===== src/rtl/mem_port_arbiter_if.sv =====
// Bundle of the fetch port, data port, halt/stall and memory-side
// handshake signals around the unified memory arbiter.
//
// Handshake: a requester raises its request (if_req, or d_rd/d_wr) with
// stable address/data and holds it until the matching one-cycle valid
// pulse. Toward memory, mem_en acts as "valid": once high it stays high
// with stable mem_addr/mem_we/mem_wdata until mem_rdy ("ready") is seen
// high on a rising edge. That edge completes the transfer, and mem_rdata
// is sampled on it.
interface mem_port_arbiter_if #(
  parameter int ADDR_W = 16,
  parameter int DATA_W = 16
);
  logic              if_req;
  logic [ADDR_W-1:0] if_addr;
  logic [DATA_W-1:0] if_data;
  logic              if_valid;
  logic              d_rd;
  logic              d_wr;
  logic [ADDR_W-1:0] d_addr;
  logic [DATA_W-1:0] d_wdata;
  logic [DATA_W-1:0] d_rdata;
  logic              d_valid;
  logic              halt;
  logic              stall;
  logic              mem_en;
  logic              mem_we;
  logic [ADDR_W-1:0] mem_addr;
  logic [DATA_W-1:0] mem_wdata;
  logic [DATA_W-1:0] mem_rdata;
  logic              mem_rdy;
  logic              err;
  logic              busy;

  // Arbiter side
  modport slave (
    input  if_req, if_addr, d_rd, d_wr, d_addr, d_wdata, halt, mem_rdata, mem_rdy,
    output if_data, if_valid, d_rdata, d_valid, stall, mem_en, mem_we,
           mem_addr, mem_wdata, err, busy
  );

  // Pipeline plus memory side (driven together by the environment)
  modport master (
    output if_req, if_addr, d_rd, d_wr, d_addr, d_wdata, halt, mem_rdata, mem_rdy,
    input  if_data, if_valid, d_rdata, d_valid, stall, mem_en, mem_we,
           mem_addr, mem_wdata, err, busy
  );
endinterface


===== src/rtl/mem_port_arbiter.sv =====
// Arbiter and sequencer for the single-ported unified memory. It serves
// instruction fetch and data accesses one at a time. Data normally wins,
// but fetch wins a tie right after a data grant so that it cannot starve.
// A watchdog parks the block in a sticky error state if memory never answers.
module mem_port_arbiter #(
  parameter int ADDR_W  = 16,
  parameter int DATA_W  = 16,
  parameter int TIMEOUT = 255
) (
  input  logic                  clk,
  input  logic                  rst_n,
  mem_port_arbiter_if.slave     bus,
  output logic [2:0]            o_dbg_state
);

  typedef enum logic [2:0] {
    S_IDLE   = 3'd0,
    S_FETCH  = 3'd1,
    S_DATA   = 3'd2,
    S_HALTED = 3'd3,
    S_ERROR  = 3'd4
  } state_e;

  // The counter holds the number of cycles already spent waiting. The
  // access times out on the wait cycle that would make it reach TIMEOUT.
  localparam logic [7:0] LP_CNT_LAST = 8'(TIMEOUT - 1);

  state_e              r_state;
  state_e              w_state_nxt;
  logic                r_last_data;   // 1: most recent grant went to data
  logic [7:0]          r_cnt;
  logic                r_is_rd;       // current DATA access returns read data
  logic                r_mem_en;
  logic                r_mem_we;
  logic [ADDR_W-1:0]   r_mem_addr;
  logic [DATA_W-1:0]   r_mem_wdata;
  logic [DATA_W-1:0]   r_if_data;
  logic                r_if_valid;
  logic [DATA_W-1:0]   r_d_rdata;
  logic                r_d_valid;
  logic                r_err;

  logic                w_d_elig;
  logic                w_f_elig;
  logic                w_pick_d;
  logic                w_pick_f;
  logic                w_grant_d;
  logic                w_grant_f;
  logic                w_done;
  logic                w_timeout;
  logic                w_busy;

  // A requester whose valid pulse is high this cycle is still holding a
  // request that has already been served, so it is not eligible.
  assign w_d_elig = (bus.d_rd | bus.d_wr) & ~r_d_valid;
  assign w_f_elig = bus.if_req & ~r_if_valid;
  assign w_pick_d = w_d_elig & ~(w_f_elig & r_last_data);
  assign w_pick_f = w_f_elig & ~w_pick_d;

  // State register
  always_ff @(posedge clk or negedge rst_n) begin
    if (!rst_n) r_state <= S_IDLE;
    else        r_state <= w_state_nxt;
  end

  // Next-state logic; HALTED and ERROR are left only through reset
  always_comb begin
    w_state_nxt = r_state;
    case (r_state)
      S_IDLE: begin
        if (bus.halt)      w_state_nxt = S_HALTED;
        else if (w_pick_d) w_state_nxt = S_DATA;
        else if (w_pick_f) w_state_nxt = S_FETCH;
      end
      S_FETCH, S_DATA: begin
        if (bus.mem_rdy)                 w_state_nxt = S_IDLE;
        else if (r_cnt == LP_CNT_LAST)   w_state_nxt = S_ERROR;
      end
      default: w_state_nxt = r_state;
    endcase
  end

  // Output/strobe decode: grants, completion and timeout events per state
  always_comb begin
    w_grant_d = 1'b0;
    w_grant_f = 1'b0;
    w_done    = 1'b0;
    w_timeout = 1'b0;
    w_busy    = 1'b0;
    case (r_state)
      S_IDLE: begin
        if (!bus.halt) begin
          w_grant_d = w_pick_d;
          w_grant_f = w_pick_f;
        end
      end
      S_FETCH, S_DATA: begin
        w_busy    = 1'b1;
        w_done    = bus.mem_rdy;
        w_timeout = ~bus.mem_rdy & (r_cnt == LP_CNT_LAST);
      end
      default: ;
    endcase
  end

  // Datapath: latch the granted access, hold it on the memory bus, and
  // capture the returned data with a one-cycle valid pulse
  always_ff @(posedge clk or negedge rst_n) begin
    if (!rst_n) begin
      r_last_data <= 1'b0;
      r_cnt       <= 8'd0;
      r_is_rd     <= 1'b0;
      r_mem_en    <= 1'b0;
      r_mem_we    <= 1'b0;
      r_mem_addr  <= '0;
      r_mem_wdata <= '0;
      r_if_data   <= '0;
      r_if_valid  <= 1'b0;
      r_d_rdata   <= '0;
      r_d_valid   <= 1'b0;
      r_err       <= 1'b0;
    end else begin
      r_if_valid <= w_done & (r_state == S_FETCH);
      r_d_valid  <= w_done & (r_state == S_DATA);
      if (w_grant_d) begin
        r_mem_en    <= 1'b1;
        r_mem_we    <= bus.d_wr;
        r_mem_addr  <= bus.d_addr;
        r_mem_wdata <= bus.d_wdata;
        r_is_rd     <= bus.d_rd & ~bus.d_wr;   // read+write together acts as a write
        r_cnt       <= 8'd0;
        r_last_data <= 1'b1;
      end else if (w_grant_f) begin
        r_mem_en    <= 1'b1;
        r_mem_we    <= 1'b0;
        r_mem_addr  <= bus.if_addr;
        r_is_rd     <= 1'b0;
        r_cnt       <= 8'd0;
        r_last_data <= 1'b0;
      end else if (w_done) begin
        r_mem_en <= 1'b0;
        if (r_state == S_FETCH)  r_if_data <= bus.mem_rdata;
        else if (r_is_rd)        r_d_rdata <= bus.mem_rdata;
      end else if (w_timeout) begin
        r_mem_en <= 1'b0;
        r_err    <= 1'b1;
      end else if (w_busy) begin
        r_cnt <= r_cnt + 8'd1;
      end
    end
  end

  assign bus.mem_en    = r_mem_en;
  assign bus.mem_we    = r_mem_we;
  assign bus.mem_addr  = r_mem_addr;
  assign bus.mem_wdata = r_mem_wdata;
  assign bus.if_data   = r_if_data;
  assign bus.if_valid  = r_if_valid;
  assign bus.d_rdata   = r_d_rdata;
  assign bus.d_valid   = r_d_valid;
  assign bus.err       = r_err;
  assign bus.busy      = w_busy;
  assign bus.stall     = ((bus.d_rd | bus.d_wr) & ~r_d_valid)
                       | (bus.if_req & ~r_if_valid)
                       | (r_state == S_HALTED)
                       | (r_state == S_ERROR);
  assign o_dbg_state   = r_state;

endmodule

===== src/flat_wrapper.sv =====
// flat-port wrapper written by rule: the top's interface ports become plain ports
module mem_port_arbiter_flat 
#(
  parameter int ADDR_W  = 16,
  parameter int DATA_W  = 16,
  parameter int TIMEOUT = 255
)
  (clk, rst_n, o_dbg_state, bus_if_req, bus_if_addr, bus_d_rd, bus_d_wr, bus_d_addr, bus_d_wdata, bus_halt, bus_mem_rdata, bus_mem_rdy, bus_if_data, bus_if_valid, bus_d_rdata, bus_d_valid, bus_stall, bus_mem_en, bus_mem_we, bus_mem_addr, bus_mem_wdata, bus_err, bus_busy);
  mem_port_arbiter_if #(.ADDR_W(ADDR_W), .DATA_W(DATA_W)) bus_i ();
  input  logic clk;
  input  logic rst_n;
  output logic [2:0] o_dbg_state;
  input wire logic [$bits(bus_i.if_req)-1:0] bus_if_req;
  input wire logic [$bits(bus_i.if_addr)-1:0] bus_if_addr;
  input wire logic [$bits(bus_i.d_rd)-1:0] bus_d_rd;
  input wire logic [$bits(bus_i.d_wr)-1:0] bus_d_wr;
  input wire logic [$bits(bus_i.d_addr)-1:0] bus_d_addr;
  input wire logic [$bits(bus_i.d_wdata)-1:0] bus_d_wdata;
  input wire logic [$bits(bus_i.halt)-1:0] bus_halt;
  input wire logic [$bits(bus_i.mem_rdata)-1:0] bus_mem_rdata;
  input wire logic [$bits(bus_i.mem_rdy)-1:0] bus_mem_rdy;
  output wire logic [$bits(bus_i.if_data)-1:0] bus_if_data;
  output wire logic [$bits(bus_i.if_valid)-1:0] bus_if_valid;
  output wire logic [$bits(bus_i.d_rdata)-1:0] bus_d_rdata;
  output wire logic [$bits(bus_i.d_valid)-1:0] bus_d_valid;
  output wire logic [$bits(bus_i.stall)-1:0] bus_stall;
  output wire logic [$bits(bus_i.mem_en)-1:0] bus_mem_en;
  output wire logic [$bits(bus_i.mem_we)-1:0] bus_mem_we;
  output wire logic [$bits(bus_i.mem_addr)-1:0] bus_mem_addr;
  output wire logic [$bits(bus_i.mem_wdata)-1:0] bus_mem_wdata;
  output wire logic [$bits(bus_i.err)-1:0] bus_err;
  output wire logic [$bits(bus_i.busy)-1:0] bus_busy;
  assign bus_i.if_req = bus_if_req;
  assign bus_i.if_addr = bus_if_addr;
  assign bus_i.d_rd = bus_d_rd;
  assign bus_i.d_wr = bus_d_wr;
  assign bus_i.d_addr = bus_d_addr;
  assign bus_i.d_wdata = bus_d_wdata;
  assign bus_i.halt = bus_halt;
  assign bus_i.mem_rdata = bus_mem_rdata;
  assign bus_i.mem_rdy = bus_mem_rdy;
  assign bus_if_data = bus_i.if_data;
  assign bus_if_valid = bus_i.if_valid;
  assign bus_d_rdata = bus_i.d_rdata;
  assign bus_d_valid = bus_i.d_valid;
  assign bus_stall = bus_i.stall;
  assign bus_mem_en = bus_i.mem_en;
  assign bus_mem_we = bus_i.mem_we;
  assign bus_mem_addr = bus_i.mem_addr;
  assign bus_mem_wdata = bus_i.mem_wdata;
  assign bus_err = bus_i.err;
  assign bus_busy = bus_i.busy;
  mem_port_arbiter #(.ADDR_W(ADDR_W), .DATA_W(DATA_W), .TIMEOUT(TIMEOUT)) u_core (.clk(clk), .rst_n(rst_n), .bus(bus_i), .o_dbg_state(o_dbg_state));
endmodule

===== config.mk =====
export PLATFORM = sky130hd
export DESIGN_NAME = mem_port_arbiter_flat
export DESIGN_NICKNAME = d
export VERILOG_FILES = /design/src/rtl/mem_port_arbiter_if.sv /design/src/rtl/mem_port_arbiter.sv /design/src/flat_wrapper.sv
export SDC_FILE = /design/constraint.sdc
export NUM_CORES = 1
export LEC_CHECK = 0
export CAP_MARGIN = 20
export CORE_ASPECT_RATIO = 1.2
export CORE_MARGIN = 8
export CORE_UTILIZATION = 41
export DETAILED_ROUTE_END_ITERATION = 10
export GPL_ROUTABILITY_DRIVEN = 0
export HOLD_SLACK_MARGIN = 0.1
export PLACE_DENSITY = 0.83
export SLEW_MARGIN = 20
export SYNTH_ARGS = -nofsm -noshare
export SYNTH_HDL_FRONTEND = slang
export SYNTH_SLANG_ARGS = --single-unit

===== constraint.sdc =====
create_clock -name clk -period 4.2 [get_ports clk]
set_clock_uncertainty 0.1 [all_clocks]
set_input_delay 0.63 -clock clk [delete_from_list [all_inputs] [get_ports clk]]
set_output_delay 0.63 -clock clk [all_outputs]
set_load 0.02 [all_outputs]

* After elaboration in Yosys (flattened, before gate mapping) *
Index checks and enable logic that the tools add are counted.

word-level totals
  bits in registers = 82
  input bits = 71
  output and inout bits = 74
  word-level logic and storage cells = 85

cells by class
  add/sub/neg operators = 1
  eq/ne operators = 9
  multiplexer cells = 28
  bitwise gates (word level) = 23
  reductions and logical operators = 11

operators with widths
  kind                   number
  $mux W8                5
  $mux W16               2
  $mux W1                15
  $mux W3                5
  $not A1 Y1             10
  $and A1 B1 Y1          9
  $add A8 B1 Y8 const B  1
  $eq A8 B8 Y1 const B   1
  $reduce_and A4 Y1      2
  $eq A3 B2 Y1 const B   2
  $ne A3 B1 Y1 const B   2
  $pmux W3 S2            1
  $reduce_and A3 Y1      2
  $reduce_and A5 Y1      1
  $ne A4 B2 Y1 const B   1
  $or A1 B1 Y1           4
  $reduce_bool A2 Y1     2
  $reduce_bool A4 Y1     1
  $eq A3 B1 Y1 const B   1
  $eq A3 B3 Y1 const B   1
  $logic_not A3 Y1       1
  $ne A3 B2 Y1 const B   1
  $reduce_bool A3 Y1     1
  $reduce_or A2 Y1       1

* Depth between registers and ports, before layout *
Gate-level depths: netlist (run 1).

  word-level depth = 11
  depth in mapped cells = 7

* Worst setup path before layout (run 1) *
OpenSTA, ideal clock, no wires.

  path type = in2out
  start point = in bus_d_rd
  end point = out bus_stall
  data arrival time = 1.231 ns
  data required time = 3.470 ns
  setup slack = 2.239 ns
  stages = 3
  cell sequence = o21ba_2 -> nor2_1 -> o221ai_1

between the ends
  longest elaborated chain between the ends = 5

RTL lines
  what           line                     text
  from (decl)    flat_wrapper.sv:15       input wire logic [$bits(bus_i.d_rd)-1:0] bus_d_rd;
  $or A1 B1 Y1   mem_port_arbiter.sv:163  assign bus.stall = ((bus.d_rd | bus.d_wr) & ~r_d_valid)
  $and A1 B1 Y1  mem_port_arbiter.sv:163
  $or A1 B1 Y1   mem_port_arbiter.sv:164  | (bus.if_req & ~r_if_valid)
  $or A1 B1 Y1   mem_port_arbiter.sv:165  | (r_state == S_HALTED)
  $or A1 B1 Y1   mem_port_arbiter.sv:166  | (r_state == S_ERROR);
  to (decl)      flat_wrapper.sv:26       output wire logic [$bits(bus_i.stall)-1:0] bus_stall;

No other way between the ends.

* Worst setup path after layout (run 1) *
  start point = in bus_if_req
  end point = out bus_stall

between the ends
  longest elaborated chain between the ends = 4

RTL lines
  what           line                     text
  from (decl)    flat_wrapper.sv:13       input wire logic [$bits(bus_i.if_req)-1:0] bus_if_req;
  $and A1 B1 Y1  mem_port_arbiter.sv:164
  $or A1 B1 Y1   mem_port_arbiter.sv:164
  $or A1 B1 Y1   mem_port_arbiter.sv:165
  $or A1 B1 Y1   mem_port_arbiter.sv:166

No other way between the ends.

==> results of run 1 <==
cell families after synthesis:
group | synth area share (%)
buffers and inverters | 3.23
xor gates and xnor gates | 0.710
AOI/OAI and AO/OA | 7.59
adders and majority gates | 0.709
muxes | 21.5
DFF | 58.2
and+or+nand+nor | 8.09
layout by cell type (no fill, tap or decap), types with 5 or more instances in the layout:
master | netlist | layout
nor2_1 | 6 | 6
mux2_4 | 7 | 7
or3_1 | 5 | 5
mux2_2 | 32 | 32
clkbuf_8 | 0 | 10
clkdlybuf4s50_1 | 0 | 143
a21oi_1 | 9 | 9
o21ai_1 | 19 | 18
nand2_1 | 26 | 26
o21ai_0 | 6 | 6
mux2_1 | 10 | 10
mux2i_1 | 18 | 18
inv_1 | 5 | 5
dfrtp_1 | 82 | 82
routing by layer:
layer | vias up | routed length, um | GRT usage [%]
met3 | 17 | 654 | 5.27
met5 | - | 0 | 0
met1 | 1300 | 3370 | 16.5
met2 | 83 | 5210 | 29.3
met4 | 0 | 232 | 7.39
li1 | 1243 | - | -
Yosys cell counts:
library cell	n	area (um^2)
nand2b_1	1	6.26
buf_6	3	33.8
ha_1	2	25.0
nor3_1	3	15.0
nand2_4	1	11.3
o221ai_1	1	8.76
a21o_1	2	15.0
nand4_1	2	12.5
nor4_4	1	21.3
buf_2	7	35.0
o21ba_2	1	10.0
nand2_1	26	97.6
nand2_2	1	6.26
buf_4	3	22.5
o2bb2ai_1	2	17.5
o31ai_1	3	22.5
xnor2_1	1	8.76
a21oi_1	9	45.0
or4_1	1	7.51
dfrtp_1	82	2050
nor2b_1	2	12.5
mux2_4	7	105
nand3_1	3	15.0
xor2_2	1	16.3
mux2_2	32	360
clkbuf_1	1	3.75
nor2_1	6	22.5
mux2_1	10	113
inv_1	5	18.8
o21ai_0	6	30.0
nor3b_1	1	7.51
or2_2	1	6.26
or3_1	5	31.3
o21ai_1	19	95.1
and3_1	2	12.5
o21bai_1	2	15.0
mux2i_1	18	180
a211o_1	1	8.76
path summary, 6_finish.rpt:
kind	from	endpoint	slack [ps]	depth (start not counted)
setup / recovery	bus_if_req	bus_stall	1230	5
hold / removal	rst_n	u_core.bus.mem_addr[4]	210	1
setup reg to reg	u_core.o_dbg_state[1]	u_core.bus.if_data[12]	2040	3
hold reg to reg	u_core.bus.err	u_core.bus.err	370	1
max in group asynchronous	rst_n	u_core.bus.if_data[12]	3230	1
min in group clk	u_core.bus.err	u_core.bus.err	370	1
flip-flops by register name (all words and copies together) (netlist names):
register / count
u_core.bus.err: 1
u_core.bus.d_valid: 1
u_core.r_last_data: 1
u_core.r_is_rd: 1
u_core.bus.mem_addr: 16
u_core.o_dbg_state: 3
u_core.bus.mem_en: 1
u_core.bus.mem_wdata: 16
u_core.r_cnt: 8
u_core.bus.d_rdata: 16
u_core.bus.if_valid: 1
u_core.bus.if_data: 16
u_core.bus.mem_we: 1
final cells by class:
cell class              count  share of cell area, %
inverters                   5                  0.360
multi-input cells         173                   26.2
well taps                 117                   2.81
clock inverters             3                  0.767
repair buffers            145                   27.8
clock buffers              12                   2.78
flip-flops and latches     82                   39.3
through the flow:
stage / power [mW] / cell area (um^2) / setup slack [ps] / cells
6_report: 3.37 / 5220 / 1230 / 537
5_1_grt: 3.56 / 5220 / 1160 / 537
4_1_cts: 3.42 / 5210 / 1230 / 537
3_5_place_dp: 2.85 / 5030 / 1240 / 522
3_3_place_gp: 2.80 / 5030 / 1240 / 522
2_1_floorplan: 2.08 / 3530 / 2240 / 274
power groups by stage:
stage               Combinational [mW]  Clock (mW)  Sequential, mW
global placement                  1.52           0            1.28
detailed placement                1.55           0            1.31
CTS                               1.55       0.574            1.30
global route                      1.62       0.600            1.34
floorplan                        0.477           0            1.60
finish                            1.52       0.553            1.29
==> run summary, run 1 <==
status - complete, no violations
CP Max Fanout - 4
antenna cell count - 0
I/O Pins - 145
all-layer global routing usage - 16.3%
Reg power frac - 38.4%
initial detailed-routing violation count - 86
fin util - 61.6%
share of cells above drive strength 1 - 14.5%
vias in the first global route - 2926
largest stage delay on the critical path - 630 ps
clock power share - 16.4%
row count - 37
combinational power share - 45.2%
post-route ant nets - 0
Vias - 2643
Slew Viols, Final - 0
final worst path period share - 70.6%
WL/cell - 17.6 um
Avg Cell Area, Syn - 12.9 um^2
area of the die - 11800 um^2
first-pass GRT wire length - 15.1 mm
Pwr Density - 646 nW/um^2
# fillers - 693
Post-CTS Hold Fix Bufs - 0
Cell Area, Synth - 3530 um^2
maxcap violations - 0
Via density - 4.92
CP max stage cell - clkdlybuf4s50_1
Psw - 1.20 mW
CP Data Arrival Time - 2240 ps
Int Pwr - 2.18 mW
YS warnings - 0
area of the multi-input gates - 1370 um^2
Detailed Route WL - 9.47 mm
H-tree depth - 3
Hold Fails Final Rpt - 0
number of setup buffers added after CTS - 0
buffers plus inverters on the worst setup path - 2
total grt overflow - 0
CP Class - in -> out
cells after synthesis - 274
PortBufs - 144
Max-slew headroom - 38.0%
final routed DRC violation total - 0
drt pass-1 iters - 4
Yosys reg bits - 82
CP Data Required Time - 3470 ps
# clock sinks - 82
maximum VDD drop - 0.370 mV
Initial Util - 41.6%
Clock Latency Late Sink - 340 ps
chip height - 118 um
delay-heaviest family, CP - buffers and inverters
layout net count - 489
switching part of the total - 35.5%
syn nets - 347
root buffer cell - clkbuf_8
CTS clk-pin slew, worst paths - 80 ps
CP endpoint kind - output pin
sequential element share of the synthesized area - 58.2%
CP most frequent cell - clkdlybuf4s50_1
initial antenna violation count - 0
setup TNS - 0 ps
Die X-Extent - 101 um
post-cts sizing count - 0
worst hold path class - in -> async
TritonCTS buffer count - 9
worst slew pin tran - 930 ps
worst-path cell chain - clkdlybuf4s50_1, nor2b_1, nor2_1, o221ai_1, clkdlybuf4s50_1
CTS tree - built
Startpoint Class - primary input
Fmax - 337 MHz
Register Area - 2050 um^2
area grow syn2layout - 47.9%
Synth cell types - 38
Final setup viols - 0
Core ar. - 8470 um^2
pin count of the biggest net entering global routing - 83
Lkg Pwr - 2.31 nW
DP HPWL - 7.00 mm
Clock Path Buffers - 2
worst hold slack - 206 ps
RSZ-0062 raised after global routing - false
Final min period - 2970 ps
Note: power is estimated with default switching activity, not from simulation.
==> run 2, diff against run 1 <==
==> constraint.sdc (replaced) <==
create_clock -name clk -period 3 [get_ports clk]
set_clock_uncertainty 0.1 [all_clocks]
set_input_delay 0.45 -clock clk [delete_from_list [all_inputs] [get_ports clk]]
set_output_delay 0.45 -clock clk [all_outputs]
set_load 0.02 [all_outputs]
==> run 2 against run 1 <==
Effect of this change: setup slack got worse by 830 ps; global-route usage increased by 0.30 points; final cell count up 0.56%; via count grew 1.1%; largest cell class unchanged.
==> run summary, run 2 (synthesis results as in run 1) <==
worst slew pin tran - 741 ps (-190 ps)
first-pass GRT wire length - 15.5 mm (+2.5%)
worst setup margin - 400 ps (-834 ps)
maximum VDD drop - 0.524 mV (+41%)
vias in the first global route - 2924 (-0.068%)
total grt overflow - 0 (unchanged)
I/O Pins - 145 (unchanged)
Core ar. - 8470 um^2 (unchanged)
final worst path period share - 86.7%
Post-CTS Hold Fix Bufs - 0 (unchanged)
switching part of the total - 35.4% (-0.037 points)
Via density - 4.95 (+0.57%)
share of cells above drive strength 1 - 15.1% (+0.61 points)
CTS tree - built
row count - 37 (unchanged)
pre-CTS WS - 389 ps (-846 ps)
Pwr Density - 902 nW/um^2 (+39%)
WL/cell - 17.4 um (-1.5%)
Hold Fails Final Rpt - 0 (unchanged)
drt pass-1 iters - 4 (unchanged)
initial detailed-routing violation count - 99 (+15%)
Clock Latency Late Sink - 340 ps (about the same)
Initial Util - 41.6% (unchanged)
most common cell after layout, fill and taps aside - clkdlybuf4s50_1
initial antenna violation count - 0 (unchanged)
CP endpoint kind - output pin
design area - 5240 um^2 (+0.43%)
Int Pwr - 3.05 mW (+40%)
Startpoint Class - primary input
root buffer cell - clkbuf_8
Reg power frac - 38.4% (about the same)
post-route ant nets - 0 (unchanged)
area of the die - 11800 um^2 (unchanged)
most frequent cells in the layout - 143 x clkdlybuf4s50_1, 82 x dfrtp_1, 32 x mux2_2
DP Area - 5050 um^2 (+0.45%)
Die X-Extent - 101 um (unchanged)
# clock sinks - 82 (unchanged)
maxcap violations - 0 (unchanged)
all-layer global routing usage - 16.6% (+0.30 points)
Max-slew headroom - 50.6% (+13 points)
RSZ-0062 raised after global routing - false
H-tree depth - 3 (unchanged)
CP Data Required Time - 2450 ps (-1020 ps)
status - complete, no violations
reg-to-reg startpoint - u_core.r_cnt[0]
CP Data Arrival Time - 2050 ps (-190 ps)
PortBufs - 144 (unchanged)
Fmax - 385 MHz
antenna cell count - 0 (unchanged)
Final setup viols - 0 (unchanged)
CP Class - in -> out
r2r endpoint - u_core.r_cnt[5]
pin count of the biggest net entering global routing - 83 (unchanged)
worst hold path class - in -> async
final routed DRC violation total - 0 (unchanged)
worst hold slack - 24.8 ps (-182 ps)
R2R depth - 7 (+4)
chip height - 118 um (unchanged)
Vias - 2673 (+1.1%)
r2r setup slk - 1080 ps (-960 ps)
CTS clk-pin slew, worst paths - 80 ps (about the same)
Final Instance Count excl. Fillers - 540 (+0.56%)
TritonCTS buffer count - 9 (unchanged)
DP HPWL - 6.99 mm (-0.22%)
area grow syn2layout - 48.6%
Detailed Route WL - 9.37 mm (-0.99%)
Lkg Pwr - 2.32 nW (+0.69%)
Final min period - 2600 ps
Psw - 1.67 mW (+40%)
placed cells - 525 (+0.57%)
number of setup buffers added after CTS - 0 (unchanged)
Slew Viols, Final - 0 (unchanged)
combinational power share - 45.3% (about the same)
post-cts sizing count - 0 (unchanged)
clock power share - 16.4% (about the same)
CP Max Fanout - 4 (unchanged)
Clock Path Buffers - 2 (unchanged)
setup TNS - 0 ps (unchanged)
layout net count - 492 (+0.61%)
[run 2: cell count changes in the layout (fill, tap and decap cells not counted), sizes merged]
cell  delta
buf      +3
[run 2: routing by layer]
layer  vias to the layer above  wire length (um)  GRT usage (%)
met5                         -                 0              0
met4                         0               216           6.64
met3                        16               762           6.86
met2                        75              5030           28.9
met1                      1327              3360           17.0
li1                       1255                 -              -
[run 2: worst max-delay path, stage by stage]
cell and delay [ps]:
clkdlybuf4s50_1 440, nor2b_1 290, nor2_1 130, o221ai_1 90, clkdlybuf4s50_1 640
[run 2: power groups by stage]
stage	Combinational (mW)	Clock [mW]	Sequential (mW)
final	2.14	0.774	1.81
after global routing	2.28	0.862	1.88
after CTS	2.17	0.798	1.82
after detailed placement	2.16	0	1.83
after global placement	2.13	0	1.80
after floorplan	0.667	0	2.24
[run 2: worst max path at each step]
stage                                      from                  endpoint  slack [ps]  cells after the start
after global routing                 bus_if_req                 bus_stall         320                      5
after CTS                            bus_if_req                 bus_stall         390                      5
after global placement               bus_if_req                 bus_stall         390                      5
final                                bus_if_req                 bus_stall         400                      5
after floorplan           u_core.o_dbg_state[0]  u_core.bus.mem_wdata[10]        1200                      5
after detailed placement             bus_if_req                 bus_stall         390                      5
[run 2: metrics by stage]
step           power [mW]  util (%)
2_1_floorplan        2.91         -
3_3_place_gp         3.93      59.6
3_5_place_dp         4.00      59.6
4_1_cts              4.79      61.8
5_1_grt              5.01      61.9
6_report             4.72      61.9
[run 2: final cells by class]
cell class	count	area (um^2)
Inverter	5	18.8
Timing Repair Buffer	148	1470
Sequential cell	82	2050
Tap cell	117	146
Clock inverter	3	40.0
Multi-Input combinational cell	173	1370
Fill cell	696	3230
Clock buffer	12	145
